<file path="src/rtl/counter_sched.sv">
// Shared down-counting interval timer with round-robin arbitration among NREQ requesters.
// Define COUNTER_SCHED_FIXED_PRIO_EN for fixed priority (lowest index wins) instead of round-robin.
module counter_sched #(
  parameter int unsigned NREQ  = 4,
  parameter int unsigned CNT_W = 4
) (
  input  logic                    clk,
  input  logic                    rst,
  input  logic [NREQ-1:0]         req,
  input  logic [NREQ*CNT_W-1:0]   delay,
  output logic [NREQ-1:0]         grant,
  output logic [NREQ-1:0]         done,
  output logic                    busy,
  output logic [CNT_W-1:0]        cnt
);

  localparam int unsigned PTR_W = (NREQ > 1) ? $clog2(NREQ) : 1;

  typedef enum logic [1:0] {
    IDLE  = 2'd0,
    COUNT = 2'd1,
    DONE  = 2'd2
  } state_t;

  state_t              state;
  logic [PTR_W-1:0]    own;
  logic [PTR_W-1:0]    win_c;
  logic [CNT_W-1:0]    load_c;
  logic                own_req_c;
  logic [NREQ*CNT_W-1:0] delay_sh_c;
  logic [NREQ-1:0]     req_sh_c;

`ifndef COUNTER_SCHED_FIXED_PRIO_EN
  logic [PTR_W-1:0]    ptr;
`endif

  // First requester with req high, searching upward from base with wrap.
  function automatic logic [PTR_W-1:0] pick(input logic [NREQ-1:0] r,
                                            input logic [PTR_W-1:0] base);
    logic [PTR_W-1:0] w;
    logic [NREQ-1:0]  rs;
    int unsigned      k;
    w = '0;
    for (int j = NREQ - 1; j >= 0; j--) begin
      k  = (32'(base) + 32'(j)) % NREQ;
      rs = r >> k;
      if (rs[0]) w = PTR_W'(k);
    end
    return w;
  endfunction

  always_comb begin
`ifdef COUNTER_SCHED_FIXED_PRIO_EN
    win_c = pick(req, PTR_W'(0));
`else
    win_c = pick(req, ptr);
`endif
    delay_sh_c = delay >> (32'(win_c) * CNT_W);
    load_c     = delay_sh_c[CNT_W-1:0];
    req_sh_c   = req >> own;
    own_req_c  = req_sh_c[0];
  end

  // Single-process FSM; every output is a register.
  always_ff @(posedge clk) begin
    if (rst) begin
      state <= IDLE;
      grant <= '0;
      done  <= '0;
      busy  <= 1'b0;
      cnt   <= '0;
      own   <= '0;
`ifndef COUNTER_SCHED_FIXED_PRIO_EN
      ptr   <= '0;
`endif
    end else begin
      case (state)
        IDLE: begin
          done <= '0;
          if (|req) begin
            grant <= NREQ'(1) << win_c;
            cnt   <= load_c;
            busy  <= 1'b1;
            own   <= win_c;
            state <= COUNT;
`ifndef COUNTER_SCHED_FIXED_PRIO_EN
            ptr   <= (32'(win_c) == NREQ - 1) ? '0 : win_c + PTR_W'(1);
`endif
          end else begin
            grant <= '0;
            cnt   <= '0;
            busy  <= 1'b0;
          end
        end
        COUNT: begin
          if (!own_req_c) begin
            // Owner withdrew: abandon the job silently.
            grant <= '0;
            cnt   <= '0;
            busy  <= 1'b0;
            state <= IDLE;
          end else if (cnt != '0) begin
            cnt <= cnt - CNT_W'(1);
          end else begin
            done  <= grant;
            grant <= '0;
            state <= DONE;
          end
        end
        DONE: begin
          done  <= '0;
          busy  <= 1'b0;
          state <= IDLE;
        end
        default: begin
          grant <= '0;
          done  <= '0;
          busy  <= 1'b0;
          cnt   <= '0;
          state <= IDLE;
        end
      endcase
    end
  end

endmodule
</file>
<file path="config.mk">
export PLATFORM = sky130hd
export DESIGN_NAME = counter_sched
export DESIGN_NICKNAME = d
export VERILOG_FILES = /design/src/rtl/counter_sched.sv
export SDC_FILE = /design/constraint.sdc
export NUM_CORES = 1
export LEC_CHECK = 0
export BUFFER_PORTS_ARGS = -buffer_cell sky130_fd_sc_hd__buf_2
export CAP_MARGIN = 20
export CORE_MARGIN = 3
export CORE_UTILIZATION = 44
export CTS_BUF_LIST = sky130_fd_sc_hd__clkbuf_16
export CTS_CLUSTER_SIZE = 24
export DETAILED_ROUTE_END_ITERATION = 8
export PLACE_DENSITY = 0.74
export SLEW_MARGIN = 20
export SYNTH_ARGS = -nofsm -noshare
export SYNTH_HDL_FRONTEND = slang
export SYNTH_SLANG_ARGS = --single-unit
</file>
<file path="constraint.sdc">
create_clock -name clk -period 1.8 [get_ports clk]
set_input_delay 0.18 -clock clk [delete_from_list [all_inputs] [get_ports clk]]
set_output_delay 0.18 -clock clk [all_outputs]
set_load 0.01 [all_outputs]
</file>
==> After elaboration in Yosys (flattened, before gate mapping) <==
Cells that the tools add are included.
{ "totals": {"register_bits": 19, "out_inout_bits": 13} }
{ "classes": {"eq_ne": 7, "n_reduce_logical": 9, "n_addsub": 5, "shift": 7, "n_mux": 20, "bitwise": 3} }
{ "op_table": {"columns": ["op", "n"], "rows": [
  ["2-to-1 mux 4 bit", 6],
  ["case mux 4 bit (3 select lines)", 2],
  [">> shifter 4 x 2 -> 1 bit", 5],
  ["2-to-1 mux 2 bit", 8],
  [">> shifter 16 x 4 -> 4 bit", 1],
  ["AND reduction 2 bit", 5],
  ["!= test 3 bit, second input constant", 2],
  ["adder 2 x 1 -> 2 bit, second input constant", 2],
  ["adder 2 bit, second input constant", 2],
  ["equality test 2 bit, second input constant", 2],
  ["!= test 2 bit, second input constant", 2],
  ["case mux 2 bit (2 select lines)", 1],
  ["nonzero test 4 bit", 1],
  ["OR reduction 4 bit", 1],
  ["<< shifter 1 x 2 -> 4 bit, first input constant", 1],
  ["subtractor 4 x 1 -> 4 bit, second input constant", 1],
  ["NOT 1 bit", 3],
  ["equality test 2 x 1 -> 1 bit, second input constant", 1],
  ["logical NOT 2 bit", 1],
  ["2-to-1 mux 1 bit", 2],
  ["case mux 1 bit (2 select lines)", 1],
  ["OR reduction 2 bit", 1]
]} }

==> Longest topological paths before layout <==
Gate-level depths: netlist (run 1).
{ "depth": {"ltp_word": 9, "depth_mapped": 8, "depth_no_buf": 7} }

==> Least setup slack after synthesis (run 1) <==
OpenSTA, ideal clock, no wires.
{ "synth_path": {"path_kind": "flip-flop to flip-flop", "startpoint": "register ptr[1]", "endpoint": "register cnt[1]", "setup_slack_ns": 0.079, "path_stages_with_launch": 8, "required_time_ns": 1.683, "t_arrival_ns": 1.604, "path_cell_list": "dfxtp_1 > mux2i_1 > nor2_1 > nor3_2 > buf_6 > mux2i_1 > o221ai_1 > a22o_1"} }
{ "synth_between": {"elab_chain_len": 9} }
{ "synth_lines": {"columns": ["item", "line", "source"], "rows": [
  ["from (decl)", "34", "logic [PTR_W-1:0] ptr;"],
  ["from (signal assigned)", "87", "ptr <= (32'(win_c) == NREQ - 1) ? '0 : win_c + PTR_W'(1);"],
  ["adder 2 bit", "45", "k = (32'(base) + 32'(j)) % NREQ;"],
  [">> shifter 4 x 2 -> 1 bit", "46", "rs = r >> k;"],
  ["2-to-1 mux 2 bit (3 in series)", "47", "if (rs[0]) w = PTR_W'(k);"],
  ["2-to-1 mux 2 bit (*)", "47", null],
  ["via win_c[0]", "27", "logic [PTR_W-1:0] win_c;"],
  [">> shifter 16 x 4 -> 4 bit (*)", "58", "delay_sh_c = delay >> (32'(win_c) * CNT_W);"],
  ["2-to-1 mux 4 bit (*)", "80", "if (|req) begin"],
  ["case mux 4 bit (3 select lines) (*)", "77", "case (state)"],
  ["to (signal assigned)", "82", "cnt <= load_c;"],
  ["to (signal assigned)", "103", "cnt <= cnt - CNT_W'(1);"],
  ["to (decl)", "14", "output logic [CNT_W-1:0] cnt"]
]} }
The timed path passes the listed nets; every way through them passes the cells marked *.
A chain may end at the register's enable or synchronous reset.

==> Worst setup path after layout (run 1) <==
{ "layout_path": {"startpoint": "register own[0]", "endpoint": "register cnt[1]"} }
{ "layout_between": {"elab_chain_len": 3} }
{ "layout_lines": {"columns": ["item", "line", "source"], "rows": [
  ["from (decl)", "26", "logic [PTR_W-1:0] own;"],
  ["from (signal assigned)", "84", "own <= win_c;"],
  [">> shifter 4 x 2 -> 1 bit (*)", "60", "req_sh_c = req >> own;"],
  ["2-to-1 mux 4 bit or != test 3 bit (tied branches)", null, null],
  ["case mux 4 bit (3 select lines) or AND reduction 2 bit (tied branches)", null, null]
]} }
Every way passes the cells marked *; elsewhere a longest branch is shown, timed or not.

==> results of run 1 <==
[kinds of logic after synthesis]
family	share of synthesized area
buffers and inverters	0.0497
and+or+nand+nor	0.195
muxes	0.123
AOI/OAI and AO/OA	0.212
DFF	0.351
adders and majority gates	0.0694
[layer usage]
metal,up-vias,part of all wire
li1,531,-
met1,482,0.43
met2,44,0.48
met3,4,0.071
met4,0,0.015
met5,-,0
[Yosys cell counts, drive strengths merged, types with 2 or more instances]
| library cell | n |
|---|---|
| a211oi | 3 |
| a21oi | 14 |
| a22o | 2 |
| a22oi | 4 |
| buf | 3 |
| dfxtp | 19 |
| ha | 6 |
| inv | 6 |
| mux2i | 11 |
| nand2 | 14 |
| nand2b | 6 |
| nor2 | 15 |
| nor3 | 3 |
| nor3b | 2 |
| o21a | 2 |
| o221ai | 2 |
| o22ai | 3 |
[placed cells by master, fill, tap and decap left out, types with 3 or more instances in the layout]
| master | instances |
|---|---|
| buf_2 | 34 |
| dfxtp_1 | 18 |
| nor2_1 | 15 |
| nand2_1 | 14 |
| a21oi_1 | 14 |
| mux2i_1 | 10 |
| inv_1 | 6 |
| nand2b_1 | 6 |
| ha_1 | 6 |
| buf_4 | 6 |
| a22oi_1 | 4 |
| o22ai_1 | 3 |
| clkbuf_16 | 3 |
[power by group through the flow]
stage / sequential (mW) / combinational, mW / clock, mW
after floorplan: 0.563 / 0.407 / 0
after global placement: 0.550 / 0.560 / 0
after detailed placement: 0.556 / 0.580 / 0
after CTS: 0.547 / 0.589 / 0.465
after global routing: 0.559 / 0.673 / 0.486
final: 0.548 / 0.609 / 0.465
[path summary, 6_finish.rpt]
check                          to  cells after the start  slack (ps)                 start
max           cnt[1]$_SDFFE_PP0P_                      4          70   own[0]$_SDFFE_PP0P_
min reg2reg  done[3]$_SDFFE_PP0P_                      2         460  done[3]$_SDFFE_PP0P_
min           own[0]$_SDFFE_PP0P_                      2         280                   rst
max reg2reg   cnt[1]$_SDFFE_PP0P_                      4          70   own[0]$_SDFFE_PP0P_
[flip-flops by register name, summed over array words and instances (netlist names)]
register / flops
grant: 4
ptr: 2
busy: 1
own: 2
cnt: 4
state: 2
done: 4
[what timing repair did]
item | CTS | global route
gates cloned | 0 | 0
resized for setup | 1 | 2
endpoints found under the setup margin | 1 | 8
pin swaps | 0 | 0
setup buffers | 0 | 2
[layout make-up]
cell class                 instances  area [um^2]
tap                               28         35.0
sequential                        19          382
multi-input combinational         97          652
clock inverter                     1         5.00
clock buffer                       3         75.1
inverter                           6         22.5
timing repair buffer              41          226
fill                             199          878
==> results_dict.tcl, run 1 <==
set metrics [dict create \
    p_comb_frac 0.375 \
    grtUsageMet1 0.200 \
    hold_viol_final 0 \
    crit_arrival_ps 1930 \
    detail_route.wl_per_cell_um 13.8 \
    synth_cell_types 31 \
    dr.pass1.iters 4 \
    grt_use_met2 0.297 \
    portBuffers 34 \
    crit_buf_inv 0 \
    internal_power_mw 1.07 \
    cts_tree "yes" \
    avgViaCountPerCell 5.44 \
    cpLargestDelayFamily "multiplexers" \
    final_util 0.614 \
    final_max_slew_viol_count 0 \
    worst_slack_ps 68.3 \
    swShare 0.342 \
    die_h_um 55.6 \
    grt_pass1_wl_um 4310 \
    pre_cts_slack_ps -2.44 \
    yosys.area.top_type "dfxtp_1" \
    ir_drop_uv 1080 \
    busiest_layer "met2" \
    fin_setup_tns_ps 0 \
    syn_area_per_cell_um2 8.59 \
    gp_congestion 0.891 \
    async_reset_ff_frac 0 \
    groute.usage.overall 0.175 \
    hpwl_um 2060 \
    clock_latency_ps 250 \
    crit_required_ps 2000 \
    ys.flop_type "dfxtp_1" \
    synth.top_cell.area_share 0.351 \
    maxCapViolCount 0 \
    vias 1061 \
    fmax_mhz 577 \
    cp-end-kind "register" \
    yosysSeqAreaShare 0.351 \
    ioPinCount 35 \
    diodes 0 \
    crit_chain "mux4_2, and3_1, a211oi_2, a22o_1" \
    root_buffer "clkbuf_16" \
    core-area_um2 2280 \
    finalPower_mw 1.62 \
    area_growth_pct 29.1 \
    fin_area_um2 1400 \
    worst_slew_margin_rel 0.674 \
    grt_pass1_vias 937 \
    outcome "complete, no violations" \
    syn-cell-area_um2 1080 \
    fin_cells 195 \
    ys_ff_latch 19 \
    clock_path_buffers 2 \
    critPathSlowestCell "mux4_2" \
    ant_nets 0 \
    drc 0 \
    grt_util_met3 0.0603 \
    fin_skew_ps 0.726 \
    fin_nets 196 \
    hold_buffers 0 \
    max_slew.worst_pin.slew_ps 486 \
    die_w_um 55.6 \
    ys.warnings.count 0 \
    post-route-period-util 0.962 \
    cts_buffers 3 \
    fin_crit_ps 1730 \
    p_clk_frac 0.287 \
    whs_ps 279 \
    htreeDepth 1 \
    antenna_found_initial 0 \
    drt-initial-drc-count 29 \
    clk_pin_slew_ps 60 \
    overflow 0 \
    num_rows 17 \
    power_switching_mw 0.555 \
    clock_sinks 19 \
    placement.cell_area_um2 1290 \
    hp-class "in2reg" \
    layout-drive-gt1-share 0.305 \
    ys_top_cells_by_area "dfxtp_1, mux2i_1, ha_1" \
    dieArea_um2 3090 \
    wl_um 2690 \
    synth_edf_count 0 \
    cp_slowest_stage_delay_ps 560 \
    netlist_instances 126 \
    place_inst 189 \
    critical_path_class "reg2reg" \
    setup_viol 0 \
    grt_max_degree 16 \
    seqPwrFrac 0.338 \
    p_leak_nw 0.641 \
    cp-start-kind "register" \
    start_util 0.476 \
    power_density_nw_per_um2 1160 \
    path_max_fanout 6 \
    synth_nets 154 \
]
Power figures use the tool's default switching activity.
==> inputs of run 2 (changes only) <==
--- a/config.mk
+++ b/config.mk
@@ -5,14 +5,16 @@
 export SDC_FILE = /design/constraint.sdc
 export NUM_CORES = 1
 export LEC_CHECK = 0
+export ABC_AREA = 1
 export BUFFER_PORTS_ARGS = -buffer_cell sky130_fd_sc_hd__buf_2
 export CAP_MARGIN = 20
 export CORE_MARGIN = 3
-export CORE_UTILIZATION = 44
+export CORE_UTILIZATION = 47
 export CTS_BUF_LIST = sky130_fd_sc_hd__clkbuf_16
 export CTS_CLUSTER_SIZE = 24
 export DETAILED_ROUTE_END_ITERATION = 8
-export PLACE_DENSITY = 0.74
+export MAX_ROUTING_LAYER = met4
+export PLACE_DENSITY = 0.75
 export SLEW_MARGIN = 20
 export SYNTH_ARGS = -nofsm -noshare
 export SYNTH_HDL_FRONTEND = slang
==> run 2 against run 1 <==
Die area increased by 15%. Sequential share of layout area down 4.6 points. Clock power fell by 2%. Critical path depth grew 6. Non-clock buffer count is 1 lower. Utilization up 3.2 points. Via count increased by 26%. Routed wire length is 12% higher. Synthesized cell count rose by 56%.
==> results_dict.tcl, run 2 <==
set metrics [dict create \
    cpLargestDelayFamily "simple AND/OR/NAND/NOR gates" \
    drc 0 \
    groute.usage.overall 0.199 \
    wl_um 3010 \
    ir_drop_uv 1260 \
    grt_pass1_wl_um 5220 \
    clock_path_buffers 2 \
    core-area_um2 2610 \
    antenna_found_initial 0 \
    p_leak_nw 0.879 \
    post-route-period-util 0.960 \
    place_inst 264 \
    async_reset_ff_frac 0 \
    ys.flop_type "dfxtp_1" \
    finalPower_mw 2.81 \
    yosysSeqAreaShare 0.280 \
    yosys.area.top_type "dfxtp_1" \
    top_layer_used "met4" \
    pre_cts_slack_ps 18.5 \
    netlist_instances 197 \
    final_util 0.646 \
    clk_pin_slew_ps 50 \
    critical_path_class "reg2reg" \
    biggestRegsByFlops "cnt (4), done (4), grant (4)" \
    cts_buffers 3 \
    fin_nets 268 \
    power_density_nw_per_um2 1660 \
    crit_chain "buf_6, o21ai_2, nand2_2, nand3_4, nand2_4, nand2_8, nand2_8, ha_1, o21ai_1, a21oi_1" \
    synth.most_common_cell "nand2_1" \
    vias 1334 \
    cp_slowest_stage_delay_ps 340 \
    gp_congestion 0.849 \
    synth_cell_types 28 \
    path_max_fanout 11 \
    ioPinCount 35 \
    max_slew.worst_pin.slew_ps 402 \
    syn_area_per_cell_um2 6.88 \
    grt_max_degree 15 \
    overflow 0 \
    route.met2.wl_um 1470 \
    final_max_slew_viol_count 0 \
    crit_buf_inv 1 \
    detail_route.wl_per_cell_um 11.2 \
    syn-cell-area_um2 1360 \
    hold_buffers 0 \
    final_common_cell "nand2_1" \
    num_rows 18 \
    die_h_um 59.7 \
    clock_latency_ps 250 \
    maxCapViolCount 0 \
    cp-start-kind "register" \
    wl_met1_um 1360 \
    worst_slack_ps 72.7 \
    whs_ps 281 \
    htreeDepth 1 \
    ant_nets 0 \
    diodes 0 \
    hpwl_um 2390 \
    cpMostUsedCell "nand2_8" \
    fmax_mhz 579 \
    fin_cells 269 \
    ys.warnings.count 0 \
    ff_latch_area_um2 383 \
    final.fill_count 259 \
    clock_sinks 19 \
    synth_nets 225 \
    multi_input_area_um2 815 \
    crit_arrival_ps 1860 \
    start_util 0.519 \
    portBuffers 34 \
    worst_slew_margin_rel 0.729 \
    layout-drive-gt1-share 0.314 \
    wl_met3_um 143 \
    setup_viol 0 \
    ys_top_cells_by_area "dfxtp_1, nand2_1, inv_1" \
    drt-initial-drc-count 44 \
    outcome "complete, no violations" \
    hold_viol_final 0 \
    avgViaCountPerCell 4.96 \
    area_growth_pct 24.4 \
    hp-class "in2reg" \
    layout.cells.most_common_list "nand2_1, inv_1, buf_2" \
    die_w_um 59.7 \
    fin_skew_ps 4.23 \
    grt_pass1_vias 1218 \
    ys_ff_latch 19 \
    cp-end-kind "register" \
    dieArea_um2 3570 \
    synth_edf_count 0 \
    dr.pass1.iters 4 \
    fin_crit_ps 1730 \
    cts_tree "yes" \
    critPathSlowestCell "dfxtp_2" \
    crit_required_ps 1940 \
    root_buffer "clkbuf_16" \
    synth.top_cell.area_share 0.280 \
    synthTopCellsByCount "nand2_1, inv_1, nand3_1" \
]
-- run 2: final timing paths --
path                         from                    to  depth (start not counted)  slack (ps)
min                           rst   cnt[1]$_SDFFE_PP0P_                          2         280
min reg2reg  done[1]$_SDFFE_PP0P_  done[1]$_SDFFE_PP0P_                          2         450
max           ptr[0]$_SDFFE_PP0P_   ptr[1]$_SDFFE_PP0P_                         10          70
max reg2reg   ptr[0]$_SDFFE_PP0P_   ptr[1]$_SDFFE_PP0P_                         10          70
-- run 2: cell families after synthesis --
group / after synthesis / share of synthesized area
AOI/OAI and AO/OA: 28 / 0.139
buffers and inverters: 42 / 0.122
adders and majority gates: 6 / 0.0553
DFF: 19 / 0.280
and+or+nand+nor: 100 / 0.390
xor gates and xnor gates: 2 / 0.0129
-- run 2: timing repair --
| item | 4_1_cts | 5_1_grt |
|---|---|---|
| endpoints found under the setup margin | 0 | 7 |
| resized for setup | 0 | 7 |
| buffers inserted | 0 | 1 |
-- run 2: per-stage QoR --
| step | setup TNS [ps] | instance area [um^2] |
|---|---|---|
| after floorplan | 0 | 1360 |
| after global placement | 0 | 1590 |
| after detailed placement | 0 | 1590 |
| after CTS | 0 | 1670 |
| after global routing | -18.8 | 1690 |
| final | 0 | 1690 |
-- run 2: area by class of cell --
| cell class | instances | area share |
|---|---|---|
| multi-input combinational | 136 | 0.483 |
| sequential | 19 | 0.227 |
| timing repair buffer | 40 | 0.132 |
| inverter | 40 | 0.0890 |
| clock buffer | 3 | 0.0445 |
| tap | 30 | 0.0223 |
| clock inverter | 1 | 0.00223 |
-- run 2: power breakdown --
part / total [mW] / internal [mW] / switching, mW / leakage, nW
clock network: 0.454 / 0.296 / 0.158 / 0.0423
logic: 1.70 / 0.663 / 1.04 / 0.680
registers: 0.649 / 0.547 / 0.102 / 0.157
-- run 2: metal layers --
metal,track usage,vias up
li1,-,709
met1,0.245,594
met2,0.324,27
met3,0.0454,4
met4,0.0570,0
met5,-,-
==> inputs of run 3 (changes only) <==
--- a/config.mk
+++ b/config.mk
@@ -8,13 +8,15 @@
 export ABC_AREA = 1
 export BUFFER_PORTS_ARGS = -buffer_cell sky130_fd_sc_hd__buf_2
 export CAP_MARGIN = 20
+export CELL_PAD_IN_SITES_DETAIL_PLACEMENT = 1
+export CELL_PAD_IN_SITES_GLOBAL_PLACEMENT = 2
 export CORE_MARGIN = 3
-export CORE_UTILIZATION = 47
+export CORE_UTILIZATION = 25
 export CTS_BUF_LIST = sky130_fd_sc_hd__clkbuf_16
-export CTS_CLUSTER_SIZE = 24
+export CTS_CLUSTER_SIZE = 16
 export DETAILED_ROUTE_END_ITERATION = 8
 export MAX_ROUTING_LAYER = met4
-export PLACE_DENSITY = 0.75
+export PLACE_DENSITY_LB_ADDON = 0.1
 export SLEW_MARGIN = 20
 export SYNTH_ARGS = -nofsm -noshare
 export SYNTH_HDL_FRONTEND = slang
==> run 3 against run 2 <==
Critical path depth is the same. Non-clock buffer count increased by 3. Fmax increased by 2.5%. Critical path type unchanged. Sequential power shrank 0.6%. Global-route usage shrank 5.8 points. Highest routed layer unchanged. Utilization down 31 points. Via count up 6.0%. Combinational power grew 6%. Critical endpoint unchanged.
==> results_dict.tcl, run 3 (same netlist as run 2, synthesis figures left out) <==
set metrics [dict create \
    fin_skew_ps 5.06 \
    final_max_slew_viol_count 0 \
    num_rows 26 \
    cts_buffers 3 \
    cp-start-kind "register" \
    crit_buf_inv 1 \
    hp-class "in2reg" \
    groute.usage.overall 0.141 \
    biggestRegsByFlops "cnt (4), done (4), grant (4)" \
    avgViaCountPerCell 4.53 \
    crit_chain "buf_6, o21ai_2, nand2_2, nand3_4, nand2_4, nand2_8, nand2_8, ha_1, o21ai_1, a21oi_1" \
    root_buffer "clkbuf_16" \
    final_common_cell "nand2_1" \
    dieArea_um2 6340 \
    drt-initial-drc-count 57 \
    die_w_um 79.7 \
    critPathSlowestCell "dfxtp_2" \
    vias 1414 \
    layout-drive-gt1-share 0.326 \
    gp_congestion 0.764 \
    setup_viol 0 \
    core-area_um2 5170 \
    rrSetupSlack_ps 110 \
    hold_buffers 0 \
    finalPower_mw 2.92 \
    wl_um 3960 \
    rsz0062_at_grt "no" \
    p_leak_nw 0.892 \
    outcome "complete, no violations" \
    path_max_fanout 11 \
    die_h_um 79.7 \
    fin_setup_tns_ps 0 \
    r2r_cells 10 \
    clk_pin_slew_ps 60 \
    clock_latency_ps 250 \
    drc 0 \
    place_inst 308 \
    fin_area_um2 1760 \
    clock_sinks 19 \
    fin_cells 312 \
    grt_pass1_vias 1555 \
    ant_nets 0 \
    antenna_found_initial 0 \
    start_util 0.262 \
    r2r-end "ptr[1]$_SDFFE_PP0P_" \
    ioPinCount 35 \
    hpwl_um 3340 \
    final_util 0.341 \
    crit_required_ps 1930 \
    placement.cell_area_um2 1670 \
    cp-end-kind "register" \
    timing.rr.start "ptr[0]$_SDFFE_PP0P_" \
    dr.pass1.iters 4 \
    area_growth_pct 29.9 \
    crit_cells 10 \
    overflow 0 \
    hold_viol_final 0 \
    cp_slowest_stage_delay_ps 330 \
    max_slew.worst_pin.slew_ps 387 \
    grt_pass1_wl_um 6960 \
    clock_path_buffers 2 \
    power_density_nw_per_um2 1660 \
    layout.cells.most_common_list "nand2_1, inv_1, buf_2" \
    startpoint "ptr[0]$_SDFFE_PP0P_" \
    worst_slew_margin_rel 0.739 \
    cpLargestDelayFamily "simple AND/OR/NAND/NOR gates" \
    crit_arrival_ps 1820 \
    fin_nets 271 \
    grt_max_degree 15 \
    diodes 0 \
    fmax_mhz 593 \
    fin_crit_ps 1690 \
    crit_end "ptr[1]$_SDFFE_PP0P_" \
    maxCapViolCount 0 \
    post-route-period-util 0.937 \
    cpMostUsedCell "nand2_8" \
    critical_path_class "reg2reg" \
    htreeDepth 1 \
    ir_drop_uv 479 \
    cts_tree "yes" \
    detail_route.wl_per_cell_um 12.7 \
    portBuffers 34 \
]
==> run 3: cell count changes in the layout (fill, tap and decap cells not counted), sizes merged <==
cell / before / now
inv: 41 / 40
buf: 40 / 43
clkinv: 0 / 1
==> run 3: what timing repair did <==
action	in CTS	in global routing
resized for setup	0	7
setup buffers	0	0
setup endpoints to repair	0	5
==> run 3: how the worst min path moves through the flow <==
stage | depth (start not counted) | startpoint | endpoint | slack (ps)
CTS | 2 | rst | cnt[3]$_SDFFE_PP0P_ | 300
floorplan | 1 | rst | cnt[3]$_SDFFE_PP0P_ | 240
finish | 2 | rst | cnt[3]$_SDFFE_PP0P_ | 290
detailed placement | 2 | done[2]$_SDFFE_PP0P_ | done[2]$_SDFFE_PP0P_ | 450
global route | 2 | rst | cnt[3]$_SDFFE_PP0P_ | 310
global placement | 2 | done[3]$_SDFFE_PP0P_ | done[3]$_SDFFE_PP0P_ | 440
==> run 3: power breakdown <==
part / leakage, nW / internal, mW / switching (mW) / total (mW)
Sequential: 0.157 / 0.547 / 0.0989 / 0.645
Combinational: 0.694 / 0.704 / 1.10 / 1.81
Clock: 0.0409 / 0.298 / 0.166 / 0.464
==> run 3: layout make-up <==
type / instances / area [um^2]
multi-input cells: 136 / 816
clock buffers: 3 / 75.1
well taps: 70 / 87.6
clock inverters: 1 / 5.00
inverters: 40 / 150
flip-flops and latches: 19 / 383
repair buffers: 43 / 245
fillers: 657 / 3410
==> run 3: worst register-to-register path, delay by kind of cell, from the launching register on <==
| kind | cells | cell delay (ps) |
|---|---|---|
| compound gates | 3 | 360 |
| simple gates | 5 | 440 |
| flops | 1 | 330 |
| fa+ha+maj | 1 | 300 |
| buf+inv | 1 | 130 |
==> run 3: per-stage QoR <==
stage | hold slack, ps | setup WS [ps]
2_1_floorplan | 242 | 142
3_3_place_gp | 442 | 98.3
3_5_place_dp | 452 | 51.3
4_1_cts | 297 | 42.4
5_1_grt | 315 | 3.70
6_report | 294 | 114
==> run 3: metal layers <==
| metal | wire length, um | GRT usage |
|---|---|---|
| met2 | 2070 | 0.251 |
| met5 | 0 | - |
| met3 | 95 | 0.0282 |
| met1 | 1760 | 0.165 |
| met4 | 36 | 0.0275 |
